File: config.mk
export PLATFORM = sky130hd
export DESIGN_NAME = icache_fill_ctrl
export DESIGN_NICKNAME = d
export VERILOG_FILES = /design/src/rtl/icache_fill_ctrl.sv
export SDC_FILE = /design/constraint.sdc
export NUM_CORES = 1
export LEC_CHECK = 0
export CAP_MARGIN = 20
export CORE_AREA = 2 2 202 204
export CTS_BUF_LIST = sky130_fd_sc_hd__clkbuf_8
export DETAILED_ROUTE_END_ITERATION = 6
export DIE_AREA = 0 0 204 206
export DONT_BUFFER_PORTS = 1
export GPL_ROUTABILITY_DRIVEN = 0
export PLACE_DENSITY = 0.31
export SETUP_SLACK_MARGIN = 0.2
export SLEW_MARGIN = 0
export SYNTH_ARGS = -nofsm -noshare
export SYNTH_HDL_FRONTEND = slang
export SYNTH_SLANG_ARGS = --single-unit
File: constraint.sdc
create_clock -name clock -period 6.6 [get_ports clock]
set_clock_uncertainty 0.05 [all_clocks]
set_input_delay 1.32 -clock clock [delete_from_list [all_inputs] [get_ports clock]]
set_output_delay 1.32 -clock clock [all_outputs]
set_load 0.03 [all_outputs]
File: src/rtl/icache_fill_ctrl.sv
// Icache miss/fill controller: fetch hits pass straight through the array, and a miss issues one BUS_LOAD and writes the returned line.
// Latency: a hit is combinational (0 cycles). A miss issues BUS_LOAD the cycle after detection, and the fill write happens in the data-return cycle.
// Backpressure: BUS_LOAD is re-issued until memory returns a nonzero response tag. Only one fill is outstanding at a time.
// Optional: define ICACHE_STATS_EN to add the miss_count / fill_cycles saturating counters.
module icache_fill_ctrl #(
  parameter int IDX_BITS     = 7,
  parameter int TAG_BITS     = 54,
  parameter int MEM_TAG_BITS = 4
) (
  input  logic                    clock,
  input  logic                    reset,
  input  logic [63:0]             proc2Icache_addr,
  output logic [63:0]             Icache_data_out,
  output logic                    Icache_valid_out,
  input  logic [63:0]             cachemem_data,
  input  logic                    cachemem_valid,
  output logic [IDX_BITS-1:0]     current_index,
  output logic [TAG_BITS-1:0]     current_tag,
  output logic [1:0]              proc2Imem_command,
  output logic [63:0]             proc2Imem_addr,
  input  logic [MEM_TAG_BITS-1:0] Imem2proc_response,
  input  logic [63:0]             Imem2proc_data,
  input  logic [MEM_TAG_BITS-1:0] Imem2proc_tag,
  output logic                    fill_wr_en,
  output logic [IDX_BITS-1:0]     fill_wr_idx,
  output logic [TAG_BITS-1:0]     fill_wr_tag,
  output logic [63:0]             fill_wr_data
`ifdef ICACHE_STATS_EN
  ,
  output logic [31:0]             miss_count,
  output logic [31:0]             fill_cycles
`endif
);

  localparam logic [1:0] BUS_NONE = 2'd0;
  localparam logic [1:0] BUS_LOAD = 2'd1;

  typedef enum logic [1:0] {
    IDLE = 2'd0,
    REQ  = 2'd1,
    WAIT = 2'd2
  } state_t;

  state_t                  r_state;
  logic [MEM_TAG_BITS-1:0] r_pending_tag;
  logic [IDX_BITS-1:0]     r_idx;
  logic [TAG_BITS-1:0]     r_tag;

  logic [IDX_BITS-1:0]     w_idx;
  logic [TAG_BITS-1:0]     w_tag;
  logic                    w_addr_chg;
  logic                    w_req_live;
  logic                    w_fill_hit;
  logic                    w_unused_ok;

  // The line offset bits never reach the array.
  assign w_unused_ok = ^proc2Icache_addr[2:0];

  assign w_idx = proc2Icache_addr[IDX_BITS+2:3];
  assign w_tag = proc2Icache_addr[63:IDX_BITS+3];

  assign current_index = w_idx;
  assign current_tag   = w_tag;

  assign Icache_data_out  = cachemem_data;
  assign Icache_valid_out = cachemem_valid && !reset;

  // A redirect while requesting makes the latched line stale. The request is withheld in that cycle so memory never accepts it.
  assign w_addr_chg = (w_idx != r_idx) || (w_tag != r_tag);
  assign w_req_live = (r_state == REQ) && !w_addr_chg;

  assign proc2Imem_command = w_req_live ? BUS_LOAD : BUS_NONE;
  assign proc2Imem_addr    = w_req_live ? {r_tag, r_idx, 3'b000} : 64'd0;

  // pending_tag is zero whenever nothing is outstanding, so a tag-0 data beat or a late post-reset return cannot match.
  assign w_fill_hit = (r_state == WAIT) && (r_pending_tag != '0) &&
                      (Imem2proc_tag == r_pending_tag);

  assign fill_wr_en   = w_fill_hit;
  assign fill_wr_idx  = r_idx;
  assign fill_wr_tag  = r_tag;
  assign fill_wr_data = Imem2proc_data;

  // Miss/fill sequencer: latch the missing line, request until accepted, then wait for the matching data tag.
  always_ff @(posedge clock or posedge reset) begin
    if (reset) begin
      r_state       <= IDLE;
      r_pending_tag <= '0;
      r_idx         <= '0;
      r_tag         <= '0;
    end else begin
      case (r_state)
        IDLE: begin
          if (!cachemem_valid) begin
            r_idx   <= w_idx;
            r_tag   <= w_tag;
            r_state <= REQ;
          end
        end
        REQ: begin
          if (w_addr_chg) begin
            r_idx <= w_idx;
            r_tag <= w_tag;
            if (cachemem_valid) begin
              r_state <= IDLE;
            end
          end else if (Imem2proc_response != '0) begin
            r_pending_tag <= Imem2proc_response;
            r_state       <= WAIT;
          end
        end
        WAIT: begin
          if (w_fill_hit) begin
            r_pending_tag <= '0;
            r_state       <= IDLE;
          end
        end
        default: begin
          r_state       <= IDLE;
          r_pending_tag <= '0;
        end
      endcase
    end
  end

`ifdef ICACHE_STATS_EN
  // Saturating counters: the number of misses started, and the number of cycles spent outside IDLE.
  always_ff @(posedge clock or posedge reset) begin
    if (reset) begin
      miss_count  <= '0;
      fill_cycles <= '0;
    end else begin
      if ((r_state == IDLE) && !cachemem_valid && (miss_count != 32'hFFFF_FFFF)) begin
        miss_count <= miss_count + 32'd1;
      end
      if ((r_state != IDLE) && (fill_cycles != 32'hFFFF_FFFF)) begin
        fill_cycles <= fill_cycles + 32'd1;
      end
    end
  end
`endif

endmodule

Word-level counts from Yosys, hierarchy flattened
Index checks and enable logic that the tools add are counted.
{"block": "totals", "ff_bits": 67, "elab_cells": 49}
{"block": "op_classes", "n_reduce_logical": 14, "eq_ne": 12, "n_bitwise": 1, "n_mux": 18}
{"operator": "2-to-1 mux 54 bit", "n": 2}
{"operator": "case mux 54 bit (2 select lines)", "n": 1}
{"operator": "2-to-1 mux 64 bit", "n": 1}
{"operator": "inequality test 54 bit", "n": 1}
{"operator": "2-to-1 mux 7 bit", "n": 2}
{"operator": "case mux 7 bit (2 select lines)", "n": 1}
{"operator": "2-to-1 mux 4 bit", "n": 3}
{"operator": "case mux 4 bit (3 select lines)", "n": 1}
{"operator": "2-to-1 mux 2 bit", "n": 5}
{"operator": "inequality test 2 bit (second input constant)", "n": 4}
{"operator": "AND reduction 4 bit", "n": 2}
{"operator": "nonzero test 4 bit", "n": 2}
{"operator": "inequality test 7 bit", "n": 1}
{"operator": "case mux 2 bit (3 select lines)", "n": 1}
{"operator": "== test 4 bit", "n": 1}
{"operator": "logical AND 1 bit", "n": 4}
{"operator": "inequality test 3 x 2 -> 1 bit (second input constant)", "n": 1}
{"operator": "inequality test 3 bit (second input constant)", "n": 1}
{"operator": "AND reduction 3 bit", "n": 1}
{"operator": "== test 2 x 1 -> 1 bit (second input constant)", "n": 1}
{"operator": "== test 2 bit (second input constant)", "n": 1}
{"operator": "logical NOT 1 bit", "n": 2}
{"operator": "logical NOT 2 bit", "n": 1}
{"operator": "inequality test 2 x 1 -> 1 bit (second input constant)", "n": 1}
{"operator": "other kinds (4)", "n": 4}

Longest topological paths before layout
{"block": "depth", "depth_word": 5, "mapped_depth": 8, "mapped_depth_nobuf": 6}

Least setup slack after synthesis
OpenSTA, ideal clock, no wires.
{"block": "synth_path", "path_kind": "input to output", "startpoint": "input port proc2Icache_addr[40]", "endpoint": "output port proc2Imem_addr[8]", "path_buffers": 0, "arrival_time_ps": 3208, "setup_slack_ps": 2022, "t_required_ps": 5230, "cell_stages": 6, "path_cell_list": "xor2_1 -> nor4_1 -> nand4_1 -> nor4_4 -> nand2_1 -> nor3b_1"}
{"block": "synth_via", "elab_chain_cells": 5}
{"item": "start, declared", "line": "12", "source": "input logic [63:0] proc2Icache_addr,"}
{"item": "inequality test 54 bit", "line": "69", "source": "assign w_addr_chg = (w_idx != r_idx) || (w_tag != r_tag);"}
{"item": "logical OR 1 bit", "line": "69"}
{"item": "logical NOT 1 bit", "line": "70", "source": "assign w_req_live = (r_state == REQ) && !w_addr_chg;"}
{"item": "logical AND 1 bit", "line": "70"}
{"item": "2-to-1 mux 64 bit", "line": "73", "source": "assign proc2Imem_addr = w_req_live ? {r_tag, r_idx, 3'b000} : 64'd0;"}
{"item": "end, declared", "line": "20", "source": "output logic [63:0] proc2Imem_addr,"}
Every way passes these cells.

Final worst setup path
{"block": "layout_path", "startpoint": "input port proc2Icache_addr[22]", "endpoint": "output port proc2Imem_addr[58]"}
The elaborated chain is that of the path after synthesis.

==> impl_metrics.toml <==
[clock_tree]
cts.clk_slew.worst_paths_ns = 0.08
clock_latency_ns = 0.40
cts_resized = 0
htreeDepth = 3
cts_sinks = 67
holdBufCountCts = 0
cts_tree = "yes"
post_cts_buffers = 0
cts-root-buf = "clkbuf_8"
cts_buffers = 9
clockBufferDepth = 2

[worst_setup_path]
slowest_delay_ns = 0.57
worstPathMaxFanout = 47
critPathSlowestCell = "nor4_4"
cp_num_buf_inv = 1
r2r_slack_ns = 2.88
worstPathRequired_ns = 5.23
worstPathArrival_ns = 4.20
cp-start-kind = "input port"
critical_path_class = "in -> out"
worstPathCellList = "xor2_1 -> nor4_1 -> nand4_1 -> nor4_4 -> and3b_2 -> buf_12 -> and2_1"
cp-end-kind = "output port"
cp_top_family = "simple AND/OR/NAND/NOR gates"

[timing]
slew_headroom_pct = 45.3
tightest_slew_ns = 0.821
period_share_pct = 84.4
rsz0062_at_grt = "false"
max_freq_mhz = 180
drv_slew = 0
tns_ns = 0
finalHoldViolCount = 0
finalSetupViolations = 0
post-route-min-period_ns = 5.57

[outcome]
status = "complete, no violations"

[layout]
diodes = 0
fin_cells = 862
nets = 528
regArea_mm2 = 0.00168
drive_gt1_share_pct = 27.3
fill_cells = 4573
multi_input_area_mm2 = 0.00220
area_growth_pct = -10.6

[yosys]
synthSimpleGateAreaFrac_pct = 11.2
synth_top_family_by_area = "buffers and inverters"
synth_xor_area_share_pct = 10.2
synth_compound_area_share_pct = 1.53
synthCells = 512
synth-adder-area-share_pct = 0
synth_area_mm2 = 0.00547
ys_warn_count = 0
syn_avg_cell_area_um2 = 10.7
ys_seq_elements = 67
synthMuxAreaShare_pct = 16.9
seq_area_frac_synth_pct = 30.6
synthDistinctLibCells = 31

[global_route]
grt_overflow = 0
grt_pass1_vias = 2938
grt_max_degree = 68
grt_pass1_wl_um = 22800
grt.total_usage_pct = 7.89
antenna_found_initial = 1

[routing]
viasPerCell = 3.17
wl_per_cell_um = 19.5
drt_pass1_iterations = 4
drt_iter0_drc = 92
drt_wl_total_um = 16800
antenna_left = 0
num_vias = 2731
drc = 0

[power_and_ir_drop]
powerDensity_mw_per_mm2 = 238
peakVddDrop_uv = 79.5
leakagePower_uw = 0.00209

[placed_design]
dp_cells = 845
io_buffers = 0
dp_hpwl_um = 12900

[die]
die_area_mm2 = 0.0420
die_x_um = 204
start_util_pct = 13.6
die_h_um = 206
boundaryPins = 521
core_mm2 = 0.0402
rows = 74

[min_path]
hp-class = "reg -> reg"

[flow_run]
maxCapViolations = 0
Yosys cell counts:
master	n	area (um2)
nand4_1	4	25.0
nor2_1	5	18.8
o21bai_1	1	7.51
nor2b_1	3	18.8
nor4_4	1	21.3
nand3_1	1	5.00
and2_1	60	375
or4_1	1	7.51
a31oi_1	1	6.26
and3_1	1	6.26
a22o_1	4	35.0
nor3b_1	1	7.51
mux2_4	60	901
a21oi_1	1	5.00
nor4_1	14	87.6
a211oi_4	1	20.0
nor3_1	2	10.0
clkbuf_1	2	7.51
buf_6	12	135
inv_1	1	3.75
dfrtp_1	67	1680
mux2_2	2	22.5
buf_2	1	5.00
nand2_1	2	7.51
and3b_1	1	8.76
nor4b_1	1	8.76
o21ai_0	2	10.0
xor2_1	64	561
conb_1	1	3.75
nand2b_1	1	6.26
buf_4	194	1460
state kept, by name (all words and copies together), names as in the netlist:
name           flops
r_state            2
fill_wr_idx        7
r_pending_tag      4
fill_wr_tag       54
per-stage QoR:
stage	hold WS (ns)	setup slack (ns)	total power (uW)	cell area, um2	util, %
2_1_floorplan	0.432	2.02	874	5480	-
3_3_place_gp	0.452	0.710	701	4610	11.5
5_1_grt	0.523	0.768	1230	4890	12.2
3_5_place_dp	0.454	0.735	704	4610	11.5
6_report	0.473	1.03	1160	4890	12.2
4_1_cts	0.477	0.726	1200	4870	12.1
final timing paths:
kind                                                    from                            to  cells past startpoint
worst max-delay path                    proc2Icache_addr[22]            proc2Imem_addr[58]                      7
worst min register to register  r_pending_tag[0]$_DFFE_PP0P_  r_pending_tag[0]$_DFFE_PP0P_                      1
worst max register to register   fill_wr_tag[12]$_DFFE_PP0P_    fill_wr_tag[9]$_DFFE_PP0P_                      8
worst min-delay path            r_pending_tag[0]$_DFFE_PP0P_  r_pending_tag[0]$_DFFE_PP0P_                      1
min in group asynchronous                              reset   fill_wr_tag[17]$_DFFE_PP0P_                      2
max in group asynchronous                              reset   fill_wr_tag[25]$_DFFE_PP0P_                      3
logic make-up after synthesis:
group | after synthesis
other | 1
xor gates and xnor gates | 64
muxes | 62
buffers and inverters | 210
DFF | 67
and+or+nand+nor | 98
AOI/OAI and AO/OA | 10
layout by cell type (no fill, tap or decap), types with 3 or more instances in the layout:
cell and n:
a22o_1 4, nor4_1 14, buf_4 6, conb_1 4, mux2_4 60, bufinv_16 3, nor2_1 5, nand4_1 4
and2_1 60, dfrtp_1 67, clkbuf_8 12, nor2b_1 3, xor2_1 64
power breakdown:
part | leakage (uW) | internal (uW) | switching (uW)
logic | 0.00116 | 76.7 | 59.1
clock network | 0.000133 | 281 | 191
registers | 0.000794 | 440 | 115
area by class of cell:
type	instances	share of cell area (%)
clock buffer	12	3.38
clock inverter	4	1.94
inverter	1	0.102
multi-input combinational	238	44.9
sequential	67	34.3
tap	532	13.6
timing repair buffer	8	1.74
metal layers:
metal / track usage, % / vias up / part of all wire [%]
met2: 12.2 / 246 / 47
li1: - / 1084 / -
met5: 0.119 / - / 0
met4: 7.79 / 0 / 8.0
met3: 3.75 / 78 / 11
met1: 7.63 / 1323 / 34
Note: power is estimated with default switching activity, not from simulation.
==> edit 1: new RTL, same flow settings <==
Encoding of `state_t`: now one-hot (3 bits for 3 states).
--- a/src/rtl/icache_fill_ctrl.sv
+++ b/src/rtl/icache_fill_ctrl.sv
@@ -35,10 +35,10 @@
   localparam logic [1:0] BUS_NONE = 2'd0;
   localparam logic [1:0] BUS_LOAD = 2'd1;
 
-  typedef enum logic [1:0] {
-    IDLE = 2'd0,
-    REQ  = 2'd1,
-    WAIT = 2'd2
+  typedef enum logic [2:0] {
+    IDLE = 3'b001,
+    REQ  = 3'b010,
+    WAIT = 3'b100
   } state_t;
 
   state_t                  r_state;
Check against the original RTL: same outputs for any inputs over 4 cycles, from zero or initial values and one cycle with reset high; so few cycles prove little.
==> edit 1 against the unedited design <==
Sequential share of layout area fell by 5.8 points; design area up 22%; sequential cell count increased by 1; worst setup slack better by 0.42 ns; critical path type unchanged; area after synthesis up 24%; wire length up 78%.
Power is not compared: it rests on default switching activity, and its combinational part moved more than twofold at a synthesized area within 25%.
==> edit 1: results <==
group,metric,value,unit
logic_synthesis,seq_area_frac_synth,25.06,%
final_layout,nNetsFinal,784,
setup_path,cpPeakStageDelay,0.66,ns
logic_synthesis,synth_mux_area_share,0.1473,%
setup_path,crit_start,"proc2Icache_addr[51]",
placement,dp_hpwl,19790,um
clocking,cts_setup_buffers,0,
setup_path,rr_worst_depth,8,
logic_synthesis,synth_compound_area_share,15.94,%
final_layout,fin_cells,1118,
route,dr_wl_met2,13890,um
route,wl_met1,12490,um
placement,numPortBuffers,0,
grt,grt_use_total,13.95,%
clocking,clk_latency,0.41,ns
sta,final.period_utilization,77.96,%
setup_path,critical_path_arrival,3.78,ns
final_layout,layout-drive-gt1-share,6.314,%
placement,dpl_worst_slack,1.323,ns
route,wl_met3,2342,um
grt,first_global_vias,5229,
setup_path,reg2reg_from,"fill_wr_tag[36]$_DFFE_PP0P_",
status,status,"finished, final reports clean",
min_path,holdPathEnd,"r_pending_tag[0]$_DFFE_PP0P_",
final_layout,largest_register_ffs,54,
min_path,hold_depth,1,
route,top_layer,"met4",
logic_synthesis,synthArstFlopShare,100.0,%
grt,grt_use_met1,17.06,%
logic_synthesis,yosysWarnings,0,
setup_path,endpoint,"proc2Imem_addr[44]",
route,wl_per_cell,26.69,um
final_layout,nFillCells,4595,
logic_synthesis,netlist_top_cells_area,"dfrtp_1, buf_4, nand3_1",
clocking,htreeDepth,3,
logic_synthesis,ys_types,32,
setup_path,reg2reg_to,"r_pending_tag[0]$_DFFE_PP0P_",
logic_synthesis,synth_commonest_cells,"buf_4, nand3_1, dfrtp_1, nor2b_1, xnor2_1",
logic_synthesis,synth_xor_area_share,8.247,%
final_layout,diodes,0,
logic_synthesis,netlist_instances,822,
route,drtIter0Drc,363,
setup_path,r2r_slack,2.93,ns
setup_path,slowest_stage,"and4_4",
sta,maxSlewHeadroom,35.83,%
grt,grt_use_met3,4.415,%
grt,grt_first_pass_wirelength,41360,um
grt,met2_usage,22.05,%
route,vias,5280,
clocking,clk_path_buf_depth,2,
edit 1: where the power goes:
part / leakage [nW] / total [mW] / switching, mW / internal [mW]
Sequential: 0.839 / 0.883 / 0.376 / 0.506
Clock: 0.106 / 0.369 / 0.206 / 0.163
Combinational: 1.29 / 0.422 / 0.249 / 0.172
edit 1: metrics by stage:
step | hold WS, ns | area (um2) | utilization (%)
2_1_floorplan | 0.4379 | 6808 | -
3_3_place_gp | 0.4852 | 5806 | 14.45
3_5_place_dp | 0.4833 | 5806 | 14.45
4_1_cts | 0.5054 | 5987 | 14.90
5_1_grt | 0.5411 | 5987 | 14.90
6_report | 0.4924 | 5987 | 14.90
edit 1: layout make-up:
class | instances | share of cell area [%]
clock buffer | 12 | 2.759
clock inverter | 4 | 0.2717
multi-input combinational | 487 | 55.15
timing repair buffer | 13 | 2.048
inverter | 2 | 0.1463
tap | 532 | 11.12
sequential | 68 | 28.51
==> edit 2: new RTL, same settings <==
Made on the original files. Change the parameter `MEM_TAG_BITS` from 4 to 3.
--- a/src/rtl/icache_fill_ctrl.sv
+++ b/src/rtl/icache_fill_ctrl.sv
@@ -5,7 +5,7 @@
 module icache_fill_ctrl #(
   parameter int IDX_BITS     = 7,
   parameter int TAG_BITS     = 54,
-  parameter int MEM_TAG_BITS = 4
+  parameter int MEM_TAG_BITS = 3
 ) (
   input  logic                    clock,
   input  logic                    reset,
Interface: changed (resized Imem2proc_response and Imem2proc_tag); port bits go from 521 to 519. The function was not compared with the original's and may differ.
==> edit 2 against the unedited design <==
Wire length grew 0.45%; power shrank 7.0%; design area shrank 1.8%; area after synthesis grew 0.48%; worst setup slack gained 0.45 ns; sequential cell count shrank 1; via count shrank 1.3%.
==> edit 2: results <==
group,metric,value,unit
logic_synthesis,yosysWarnings,0,
sta,holdWs,0.5301,ns
final_layout,multi_input_area,2238,um2
final_layout,layout-drive-gt1-share,28.09,%
grt,grt_use_met3,4.147,%
route,finalWirelength,16870,um
logic_synthesis,syn_avg_cell_area,10.84,um2
sta,fin_ws,1.479,ns
grt,grt_use_total,7.880,%
setup_path,critical_path_arrival,3.75,ns
final_layout,nFillCells,4610,
grt,met2_usage,12.12,%
power_and_ir_drop,ir_drop,0.00009892,V
setup_path,r2r_slack,2.94,ns
logic_synthesis,ys_types,35,
placement,dpl_worst_slack,1.238,ns
route,drtIter0Drc,142,
placement,dp_hpwl,13270,um
placement,placed_area,4599,um2
power_and_ir_drop,p_leak,1.796,nW
route,vias,2695,
setup_path,reg2reg_from,"fill_wr_tag[43]$_DFFE_PP0P_",
logic_synthesis,synth_commonest_cells,"buf_4, dfrtp_1, xnor2_1, and2_1, mux2_4",
grt,grt_start_max_net_pins,67,
grt,grt_first_pass_wirelength,22350,um
grt,antenna_found_initial,0,
placement,dp_cells,840,
min_path,hold_path_startpoint,"r_state[1]$_DFFE_PP0P_",
logic_synthesis,netlist_top_cells_area,"dfrtp_1, buf_4, mux2_4",
final_layout,nNetsFinal,520,
status,status,"finished, final reports clean",
clocking,clk_path_buf_depth,2,
setup_path,crit_start,"proc2Icache_addr[53]",
logic_synthesis,synth_top_area_share,30.05,%
grt,grt_use_met1,7.536,%
grt,first_global_vias,2874,
clocking,hold_buffers,0,
[edit 2: cell count changes after synthesis, moves of 3 or more]
cell / before / now
xor2_1: 64 / 1
xnor2_1: 0 / 62
nor4_1: 14 / 0
buf_6: 12 / 0
nand4_1: 4 / 15
buf_12: 0 / 6
clkbuf_2: 0 / 5
a22o_1: 4 / 0
nor4_2: 0 / 3
[edit 2: path summary, 6_finish.rpt]
kind,endpoint,cells past startpoint
setup reg to reg,fill_wr_tag[53]$_DFFE_PP0P_,7
hold / removal,r_state[0]$_DFFE_PP0P_,1
max in group asynchronous,fill_wr_tag[12]$_DFFE_PP0P_,1
setup / recovery,proc2Imem_addr[57],7
hold reg to reg,r_state[0]$_DFFE_PP0P_,1
min in group asynchronous,r_pending_tag[2]$_DFFE_PP0P_,1
[edit 2: final cells by class]
type / instances / area share [%]
Clock buffer: 11 / 3.152
Clock inverter: 5 / 1.094
Inverter: 3 / 0.2865
Multi-Input combinational cell: 235 / 46.60
Sequential cell: 66 / 34.38
Tap cell: 532 / 13.86
Timing Repair Buffer: 4 / 0.6252
[edit 2: cells by family (layout without fill, tap and decap cells)]
family / Yosys count / after routing / share of synthesized area, %
flip-flops: 66 / 66 / 30.05
XOR/XNOR: 63 / 63 / 10.04
multiplexers: 61 / 61 / 16.59
buffers and inverters: 209 / 23 / 29.43
AO/OA/AOI/OAI: 10 / 10 / 1.935
AND/OR/NAND/NOR: 97 / 97 / 11.88
other: 1 / 4 / 0.06822
[edit 2: critical path, cell delays in order]
cell and delay [ns]:
xnor2_1 0.49, nand4_1 0.21, nor4_2 0.50, nand4_4 0.25, nor2_4 0.16, buf_4 0.36, and2_1 0.39
[edit 2: routing by layer]
layer  wire length, um  part of all wire [%]
met1              5783                    34
met2              7824                    46
met3              1861                    11
met4              1404                   8.3
met5                 0                     0
[edit 2: power by group]
part           switching [mW]  internal (mW)  total (mW)  leakage, nW
Combinational          0.0645         0.0853       0.150        0.912
Clock                   0.189          0.193       0.382        0.105
Sequential              0.115          0.434       0.550        0.779
